<file path="src/rtl/load_store_unit_pkg.sv">
// rtl/load_store_unit_pkg.sv - shared encodings and request checks for the load/store unit
package load_store_unit_pkg;

    // funct3 access-size encodings as produced by the decoder
    localparam logic [2:0] BYT_B  = 3'b000;
    localparam logic [2:0] BYT_H  = 3'b001;
    localparam logic [2:0] BYT_W  = 3'b010;
    localparam logic [2:0] BYT_BU = 3'b100;
    localparam logic [2:0] BYT_HU = 3'b101;

    typedef enum logic [1:0] {
        LSU_IDLE = 2'b00,
        LSU_REQ  = 2'b01,
        LSU_WAIT = 2'b10,
        LSU_RSP  = 2'b11
    } lsu_state_e;

    // Stores only exist in B/H/W; loads add the unsigned B/H variants.
    function automatic logic req_legal(input logic is_store, input logic [2:0] typ);
        if (is_store) begin
            return (typ == BYT_B) || (typ == BYT_H) || (typ == BYT_W);
        end
        return (typ == BYT_B) || (typ == BYT_H) || (typ == BYT_W) ||
               (typ == BYT_BU) || (typ == BYT_HU);
    endfunction

    function automatic logic req_aligned(input logic [2:0] typ, input logic [1:0] off);
        case (typ)
            BYT_H, BYT_HU: return !off[0];
            BYT_W:         return off == 2'b00;
            default:       return 1'b1;
        endcase
    endfunction

endpackage

</file>
<file path="src/rtl/lsu_align.sv">
// rtl/lsu_align.sv - byte-enable generation, store lane steering and load extraction
//
// Purely combinational.
//   byt_typ     : funct3 access size/signedness
//   off         : byte offset within the word (addr[1:0])
//   store_data  : raw store operand (rs2)
//   load_word   : word returned by the memory bus
//   be          : byte enables for the addressed lanes
//   store_lanes : store operand replicated across lanes
//   load_data   : shifted and sign/zero-extended load result
module lsu_align
    import load_store_unit_pkg::*;
(
    input  logic [2:0]  byt_typ,
    input  logic [1:0]  off,
    input  logic [31:0] store_data,
    input  logic [31:0] load_word,
    output logic [3:0]  be,
    output logic [31:0] store_lanes,
    output logic [31:0] load_data
);

    logic [31:0] shifted;

    assign shifted = load_word >> {off, 3'b000};

    always_comb begin
        be          = 4'b1111;
        store_lanes = store_data;
        // The low two funct3 bits carry the size for both signed and unsigned forms.
        case (byt_typ[1:0])
            2'b00: begin
                be          = 4'b0001 << off;
                store_lanes = {4{store_data[7:0]}};
            end
            2'b01: begin
                be          = 4'b0011 << off;
                store_lanes = {2{store_data[15:0]}};
            end
            default: begin
                be          = 4'b1111;
                store_lanes = store_data;
            end
        endcase
    end

    always_comb begin
        load_data = shifted;
        case (byt_typ)
            BYT_B:   load_data = {{24{shifted[7]}}, shifted[7:0]};
            BYT_H:   load_data = {{16{shifted[15]}}, shifted[15:0]};
            BYT_BU:  load_data = {24'h0, shifted[7:0]};
            BYT_HU:  load_data = {16'h0, shifted[15:0]};
            default: load_data = shifted;
        endcase
    end

endmodule

</file>
<file path="src/rtl/load_store_unit.sv">
// rtl/load_store_unit.sv - data-memory load/store responder with bus handshake and timeout
//
// Ports:
//   clk, rst_n                      : clock, async active-low reset
//   req_valid/req_ready             : execute-stage request handshake
//   mem_ctl, byt_typ, addr, wdata   : request fields (store flag, funct3, byte address, rs2)
//   rsp_valid, rsp_err, rdata       : one-cycle completion to writeback
//   mem_req/mem_gnt                 : bus request held until granted
//   mem_we, mem_addr, mem_be,
//   mem_wdata                       : registered bus command
//   mem_rvalid, mem_rdata           : read data return
module load_store_unit
    import load_store_unit_pkg::*;
#(
    parameter int MEM_TIMEOUT = 255
) (
    input  logic        clk,
    input  logic        rst_n,
    input  logic        req_valid,
    output logic        req_ready,
    input  logic        mem_ctl,
    input  logic [2:0]  byt_typ,
    input  logic [31:0] addr,
    input  logic [31:0] wdata,
    output logic        rsp_valid,
    output logic        rsp_err,
    output logic [31:0] rdata,
    output logic        mem_req,
    output logic        mem_we,
    output logic [31:0] mem_addr,
    output logic [3:0]  mem_be,
    output logic [31:0] mem_wdata,
    input  logic        mem_gnt,
    input  logic        mem_rvalid,
    input  logic [31:0] mem_rdata
);

    localparam int CNT_W = (MEM_TIMEOUT < 2) ? 1 : $clog2(MEM_TIMEOUT);
    localparam logic [CNT_W-1:0] CNT_LAST = CNT_W'(MEM_TIMEOUT - 1);

    lsu_state_e        state_q, state_n;
    logic              ctl_q;
    logic [2:0]        typ_q;
    logic [1:0]        off_q;
    logic [CNT_W-1:0]  cnt_q;
    logic              mem_req_q, mem_we_q;
    logic [31:0]       mem_addr_q, mem_wdata_q;
    logic [3:0]        mem_be_q;
    logic              rsp_err_q;
    logic [31:0]       rdata_q;

    logic              req_ok, timeout_hit;
    logic              take_req, take_gnt, take_rvalid, set_err, leave_req;
    logic [2:0]        sel_typ;
    logic [1:0]        sel_off;
    logic [3:0]        al_be;
    logic [31:0]       al_lanes, al_load;

    // While idle the aligner works on the incoming request (to build the bus
    // command); afterwards it works on the captured request (to extract load data).
    assign sel_typ = (state_q == LSU_IDLE) ? byt_typ   : typ_q;
    assign sel_off = (state_q == LSU_IDLE) ? addr[1:0] : off_q;

    lsu_align u_align (
        .byt_typ     (sel_typ),
        .off         (sel_off),
        .store_data  (wdata),
        .load_word   (mem_rdata),
        .be          (al_be),
        .store_lanes (al_lanes),
        .load_data   (al_load)
    );

    assign req_ok      = req_legal(mem_ctl, byt_typ) && req_aligned(byt_typ, addr[1:0]);
    assign timeout_hit = (cnt_q == CNT_LAST);

    always_ff @(posedge clk or negedge rst_n) begin
        if (!rst_n) begin
            state_q <= LSU_IDLE;
        end else begin
            state_q <= state_n;
        end
    end

    always_comb begin
        state_n     = state_q;
        take_req    = 1'b0;
        take_gnt    = 1'b0;
        take_rvalid = 1'b0;
        set_err     = 1'b0;
        case (state_q)
            LSU_IDLE: begin
                if (req_valid) begin
                    if (req_ok) begin
                        state_n  = LSU_REQ;
                        take_req = 1'b1;
                    end else begin
                        state_n = LSU_RSP;
                        set_err = 1'b1;
                    end
                end
            end
            LSU_REQ: begin
                // A grant wins over an expiring counter in the same cycle.
                if (mem_gnt) begin
                    take_gnt = 1'b1;
                    state_n  = ctl_q ? LSU_RSP : LSU_WAIT;
                end else if (timeout_hit) begin
                    state_n = LSU_RSP;
                    set_err = 1'b1;
                end
            end
            LSU_WAIT: begin
                if (mem_rvalid) begin
                    take_rvalid = 1'b1;
                    state_n     = LSU_RSP;
                end else if (timeout_hit) begin
                    state_n = LSU_RSP;
                    set_err = 1'b1;
                end
            end
            LSU_RSP: begin
                state_n = LSU_IDLE;
            end
            default: begin
                state_n = LSU_IDLE;
            end
        endcase
    end

    assign leave_req = (state_q == LSU_REQ) && (state_n != LSU_REQ);

    always_ff @(posedge clk or negedge rst_n) begin
        if (!rst_n) begin
            ctl_q       <= 1'b0;
            typ_q       <= 3'b000;
            off_q       <= 2'b00;
            mem_req_q   <= 1'b0;
            mem_we_q    <= 1'b0;
            mem_addr_q  <= 32'h0;
            mem_be_q    <= 4'h0;
            mem_wdata_q <= 32'h0;
            rsp_err_q   <= 1'b0;
            rdata_q     <= 32'h0;
        end else begin
            if (take_req) begin
                ctl_q       <= mem_ctl;
                typ_q       <= byt_typ;
                off_q       <= addr[1:0];
                mem_req_q   <= 1'b1;
                mem_we_q    <= mem_ctl;
                mem_addr_q  <= {addr[31:2], 2'b00};
                mem_be_q    <= al_be;
                mem_wdata_q <= al_lanes;
            end
            // Bus command is dropped on grant or on timeout.
            if (leave_req) begin
                mem_req_q   <= 1'b0;
                mem_we_q    <= 1'b0;
                mem_addr_q  <= 32'h0;
                mem_be_q    <= 4'h0;
                mem_wdata_q <= 32'h0;
            end
            if (take_rvalid) begin
                rdata_q <= al_load;
            end
            if (set_err) begin
                rsp_err_q <= 1'b1;
            end
            if (state_q == LSU_RSP) begin
                rsp_err_q <= 1'b0;
                rdata_q   <= 32'h0;
            end
        end
    end

    // Counter restarts on REQ entry and again on WAIT entry.
    always_ff @(posedge clk or negedge rst_n) begin
        if (!rst_n) begin
            cnt_q <= '0;
        end else if (take_req || take_gnt) begin
            cnt_q <= '0;
        end else if ((state_q == LSU_REQ) || (state_q == LSU_WAIT)) begin
            cnt_q <= cnt_q + 1'b1;
        end
    end

    assign req_ready = (state_q == LSU_IDLE);
    assign rsp_valid = (state_q == LSU_RSP);
    assign rsp_err   = rsp_err_q;
    assign rdata     = rdata_q;
    assign mem_req   = mem_req_q;
    assign mem_we    = mem_we_q;
    assign mem_addr  = mem_addr_q;
    assign mem_be    = mem_be_q;
    assign mem_wdata = mem_wdata_q;

endmodule

</file>
<file path="config.mk">
export PLATFORM = sky130hd
export DESIGN_NAME = load_store_unit
export DESIGN_NICKNAME = d
export VERILOG_FILES = /design/src/rtl/load_store_unit_pkg.sv /design/src/rtl/lsu_align.sv /design/src/rtl/load_store_unit.sv
export SDC_FILE = /design/constraint.sdc
export NUM_CORES = 1
export LEC_CHECK = 0
export ABC_AREA = 0
export CAP_MARGIN = 5
export CORE_AREA = 2 2 117 119
export CTS_CLUSTER_SIZE = 30
export DETAILED_ROUTE_END_ITERATION = 12
export DIE_AREA = 0 0 119 121
export PLACE_DENSITY_LB_ADDON = 0.08
export SETUP_SLACK_MARGIN = 0.3
export SKIP_CTS_REPAIR_TIMING = 1
export SYNTH_ARGS = -nofsm -noshare
export SYNTH_HDL_FRONTEND = slang
export SYNTH_SLANG_ARGS = --single-unit
</file>
<file path="constraint.sdc">
create_clock -name clk -period 3.45 [get_ports clk]
set_clock_uncertainty 0.05 [all_clocks]
set_input_delay 0.345 -clock clk [delete_from_list [all_inputs] [get_ports clk]]
set_output_delay 0.345 -clock clk [all_outputs]
set_load 0.05 [all_outputs]
</file>
After elaboration in Yosys (flattened, before gate mapping)
Index checks and enable logic that the tools add are counted.
{"block": "op_classes", "shifts": 3, "reduce_logical": 19, "mux": 45, "eq_ne": 13, "n_addsub": 1}
{"op": "32-bit two-way mux", "n": 6}
{"op": "32-bit one-hot mux with 4 select lines", "n": 1}
{"op": "32-bit one-hot mux with 2 select lines", "n": 1}
{"op": "32-bit by 5-bit >> shifter with 32-bit output", "n": 1}
{"op": "1-bit two-way mux", "n": 22}
{"op": "8-bit two-way mux", "n": 2}
{"op": "3-bit == test (second input constant)", "n": 4}
{"op": "2-bit two-way mux", "n": 6}
{"op": "8-bit by 1-bit adder with 8-bit output (second input constant)", "n": 1}
{"op": "8-bit == test (second input constant)", "n": 1}
{"op": "4-bit two-way mux", "n": 2}
{"op": "2-bit one-hot mux with 4 select lines", "n": 1}
{"op": "4-bit one-hot mux with 2 select lines", "n": 1}
{"op": "2-bit nonzero test", "n": 4}
{"op": "3-bit by 1-bit == test with 1-bit output (second input constant)", "n": 2}
{"op": "2-bit logical NOT", "n": 3}
{"op": "3-bit logical NOT", "n": 2}
{"op": "1-bit logical OR", "n": 6}
{"op": "2-bit by 1-bit == test with 1-bit output (second input constant)", "n": 2}
{"op": "2-bit == test (second input constant)", "n": 2}
{"op": "1-bit by 2-bit << shifter with 4-bit output (first input constant)", "n": 1}
{"op": "2-bit by 2-bit << shifter with 4-bit output (first input constant)", "n": 1}
{"op": "3-bit by 2-bit == test with 1-bit output (second input constant)", "n": 1}
{"op": "3-bit two-way mux", "n": 1}
{"op": "6 further kinds", "n": 7}
{"block": "word_totals", "output_inout_bits": 105, "word_cells": 93, "reg_bits": 119, "inputBits": 105}

Logic depth before layout (Yosys ltp)
{"block": "logic_depth", "word_depth": 13, "ltp_mapped": 11, "mapped_depth_nobuf": 7}

Modules after synthesis
A second synthesis with hierarchy kept.
{"block": "unflattened", "hier_cells": 585, "area_unflattened_um2": 6226.0}
{"mod": "load_store_unit", "seq_area_each_um2": 2927.8, "area_per_inst_um2": 4953.5, "cells_each": 394, "n_inst": 1}
{"mod": "lsu_align", "seq_area_each_um2": 0.0, "area_per_inst_um2": 1272.5, "cells_each": 191, "n_inst": 1}

Worst setup path after synthesis
OpenSTA, ideal clock, no wires.
{"block": "synth_timing", "kind": "reg2reg", "start": "reg state_q[0]", "end": "reg rdata_q[13], in the netlist rdata[13]", "t_arrival_ns": 2.621, "setup_slack_ns": 0.642, "n_path_buf": 2, "path_stages_with_launch": 9, "path_cell_list": "dfrtp_1 > inv_1 > ha_1 > buf_6 > mux2i_4 > buf_2 > mux2_2 > a222oi_1 > o21ai_0"}
{"block": "synth_via", "elab_chain_cells": 6}
{"element": "from (decl)", "line": "load_store_unit.sv:41", "source": "lsu_state_e state_q, state_n;"}
{"element": "from (signal assigned)", "line": "load_store_unit.sv:81", "source": "state_q <= state_n;"}
{"element": "2-bit logical NOT (*)"}
{"element": "named net req_ready", "line": "load_store_unit.sv:20", "source": "output logic req_ready,"}
{"element": "2-bit two-way mux / 3-bit two-way mux (equally long branches)", "line": "load_store_unit.sv:62, load_store_unit.sv:61"}
{"element": "32-bit by 5-bit >> shifter with 32-bit output, or another cell as far along", "line": "lsu_align.sv:25", "source": "assign shifted = load_word >> {off, 3'b000};"}
{"element": "32-bit one-hot mux with 4 select lines (*)", "line": "lsu_align.sv:49", "source": "case (byt_typ)"}
{"element": "32-bit two-way mux (*)", "line": "load_store_unit.sv:164", "source": "if (take_rvalid) begin"}
{"element": "32-bit two-way mux (*)", "line": "load_store_unit.sv:170", "source": "if (state_q == LSU_RSP) begin"}
{"element": "to (signal assigned)", "line": "load_store_unit.sv:165", "source": "rdata_q <= al_load;"}
{"element": "to (decl)", "line": "load_store_unit.sv:50", "source": "logic [31:0] rdata_q;"}
The timed path passes the listed nets; every way through them passes the cells marked *. The select of a mux whose other input is x is not followed.
A chain may end at the register's enable or synchronous reset.

Worst setup path in the final report
{"block": "layout_timing", "start": "reg state_q[1]", "end": "reg rdata_q[12], in the netlist rdata[12]"}
{"block": "layout_via", "elab_chain_cells": 6}
{"element": "2-bit logical NOT", "line": "load_store_unit.sv:61, load_store_unit.sv:62"}
{"element": "2-bit two-way mux / 3-bit two-way mux (equally long branches)", "line": "load_store_unit.sv:62, load_store_unit.sv:61"}
{"element": "32-bit by 5-bit >> shifter with 32-bit output, or another cell as far along", "line": "lsu_align.sv:25"}
{"element": "32-bit one-hot mux with 4 select lines", "line": "lsu_align.sv:49"}
{"element": "32-bit two-way mux", "line": "load_store_unit.sv:164"}
{"element": "32-bit two-way mux", "line": "load_store_unit.sv:170"}
Parallel ways exist; a longest one is shown, timed or not. The select of a mux whose other input is x is not followed.

==> results.toml <==
[die]
io_pins = 210
row_count = 42
die_h_um = 121
start_util = 0.444
core_area_sq_mm = 0.0131
fp.dieArea_sq_mm = 0.0144
die_x_um = 119

[timing]
fmax_mhz = 356
slew_headroom = 0.290
rsz0062_at_grt = "no"
drv_slew = 0
fin_setup_tns_ns = 0
fin_crit_sh = 0.815
worst_pin_slew_ns = 1.07
finalCriticalPeriod_ns = 2.81
hold_viol = 0
setup_viol = 0

[place]
gp_congestion = 0.799
dp_hpwl_um = 12400
io_buffers = 207

[logic_synthesis]
ys_types = 49
synth_top_cell_area_share = 0.504
syn-cell-area_sq_mm = 0.00581
yosys_warnings = 0
synthFlopType = "dfrtp_1"
synth-edff-count = 0
synthTopCellsByArea = "dfrtp_1, nand2_1, o21ai_0, mux2i_1, a21oi_1"
ys_seq_elements = 117
synth_async_sr_flop_share = 1.00
ys_seq_area_frac = 0.504
synth_area_per_cell_sq_um = 9.11
yosys.area.top_type = "dfrtp_1"
syn_inst = 638
synth_common_cells = "nand2_1, dfrtp_1, o21ai_0, mux2i_1, a21oi_1"
synth_most_common_cell = "nand2_1"

[grt]
grt_max_degree = 99
globalRouteTotalUtil = 0.249
grt_pass1_vias = 5443
grt_pass1_wl_um = 28400
antenna_found_initial = 0
grt_remaining_overflow = 0

[setup_path]
end_kind = "flip-flop"
crit_path_start_kind = "flip-flop"
r2r-start = "state_q[1]$_DFF_PN0_"
critPathRequiredTime_ns = 3.66
reg2reg_depth = 7
crit_start = "state_q[1]$_DFF_PN0_"
critPathKind = "reg -> reg"
crit_slowest_cell = "mux2_2"
crit_fanout = 17
cp_data_arrival_time_ns = 3.02
crit_chain = "inv_1 > ha_1 > mux2_2 > mux2i_1 > o22ai_4 > a222oi_1 > o21ai_0"
cpPeakStageDelay_ns = 0.52

[clocking]
clk_latency_ns = 0.41
htree_levels = 4
cts.clk_slew.worst_paths_ns = 0.05
cts_tree = "built"
cts_buffers = 17
cts_sinks = 117
clockBufferDepth = 2
cts_root_buffer = "clkbuf_16"

[finish]
drive_above_1_share = 0.0828
layout.nets = 943
area_growth_syn_to_layout_pct = 49.3
diodes = 0

[drt]
wirelength_um = 17600
vias = 5483
ant_nets = 0
first_pass_iters = 8
routed_via_density = 5.37
drc = 0
wl_per_cell_um = 17.2
first_iter_violations = 429

[flow_run]
maxCapViolations = 0

[min_path]
hp-class = "in -> async"

[pwr]
p_leak_nw = 3.75
peakVddDrop_mv = 0.507
p_total_mw = 8.75
powerDensity_mw_per_mm2 = 1010

[run_status]
status = "finished, final reports clean"
==> cell families after synthesis <==
| kind of cell | count (synthesis) | synth area share |
|---|---|---|
| simple gates | 234 | 0.161 |
| compound gates | 170 | 0.181 |
| flops | 117 | 0.504 |
| buf+inv | 56 | 0.0450 |
| mux | 47 | 0.0853 |
| xor+xnor | 7 | 0.0106 |
| fa+ha+maj | 6 | 0.0129 |
| other cells | 1 | 0.000645 |
==> flip-flops by register name, indices dropped and copies added, names as in the netlist <==
name	flops
mem_req	1
mem_wdata	32
ctl_q	1
mem_we	1
state_q	2
rdata	32
mem_be	4
typ_q	3
mem_addr	30
cnt_q	8
rsp_err	1
off_q	2
==> layer usage <==
layer	up-vias	GRT usage	routed length [um]
li1	2594	-	-
met1	2642	0.319	7490
met2	221	0.395	8480
met3	26	0.0860	1390
met4	0	0.0885	252
met5	-	0	0
==> worst max-delay path: cells and delay by family, from the launching register on <==
| kind | cells | cell delay (ns) |
|---|---|---|
| compound gates | 3 | 0.83 |
| flops | 1 | 0.41 |
| mux | 2 | 0.84 |
| buf+inv | 1 | 0.12 |
| fa+ha+maj | 1 | 0.40 |
==> layout make-up <==
type	count	area (sq um)
Timing Repair Buffer	223	2210
Inverter	7	26.3
Clock buffer	23	488
Tap cell	176	220
Clock inverter	9	148
Fill cell	1049	4410
Multi-Input combinational cell	466	2650
Sequential cell	117	2930
==> placed cells by master (no fill, tap or decap), types with 6 or more instances in the layout <==
cell	Yosys	final
nand2_1	184	184
o22ai_1	26	26
clkdlybuf4s50_1	0	206
a22o_1	8	8
o31ai_1	6	6
mux2i_1	36	36
mux2_2	10	10
dfrtp_1	117	117
nor2_1	25	24
o21ai_0	73	73
inv_1	7	7
a222oi_1	7	7
ha_1	6	6
buf_4	2	15
clkbuf_16	0	17
a21oi_1	33	31
nand3_1	8	8
==> through the flow <==
| step | std cells | instance area (sq um) | util | hold slack (ns) | setup WS [ns] |
|---|---|---|---|---|---|
| CTS | 1021 | 8670 | 0.663 | 0.120 | 0.554 |
| finish | 1021 | 8680 | 0.663 | 0.0682 | 0.639 |
| global route | 1021 | 8680 | 0.663 | 0.192 | 0.447 |
| global placement | 989 | 8040 | 0.614 | 0.421 | 0.741 |
| floorplan | 639 | 5810 | - | -0.000591 | 0.642 |
| detailed placement | 989 | 8040 | 0.614 | 0.417 | 0.609 |
==> power by group <==
group	switching [mW]	internal, mW
Sequential	0.291	1.82
Combinational	3.09	1.66
Clock	0.607	1.28
==> worst paths after layout <==
kind                                             end  slack [ns]
max                            rdata[12]$_DFFE_PN0P_        0.64
max in group asynchronous  mem_wdata[17]$_DFFE_PN0P_        2.32
min in group clk             mem_addr[9]$_DFFE_PN0P_        0.43
max reg2reg                    rdata[12]$_DFFE_PN0P_        0.64
min reg2reg                     typ_q[2]$_DFFE_PN0P_        0.43
min                             cnt_q[0]$_DFFE_PN0P_        0.07
(Power assumes the default switching activity.)
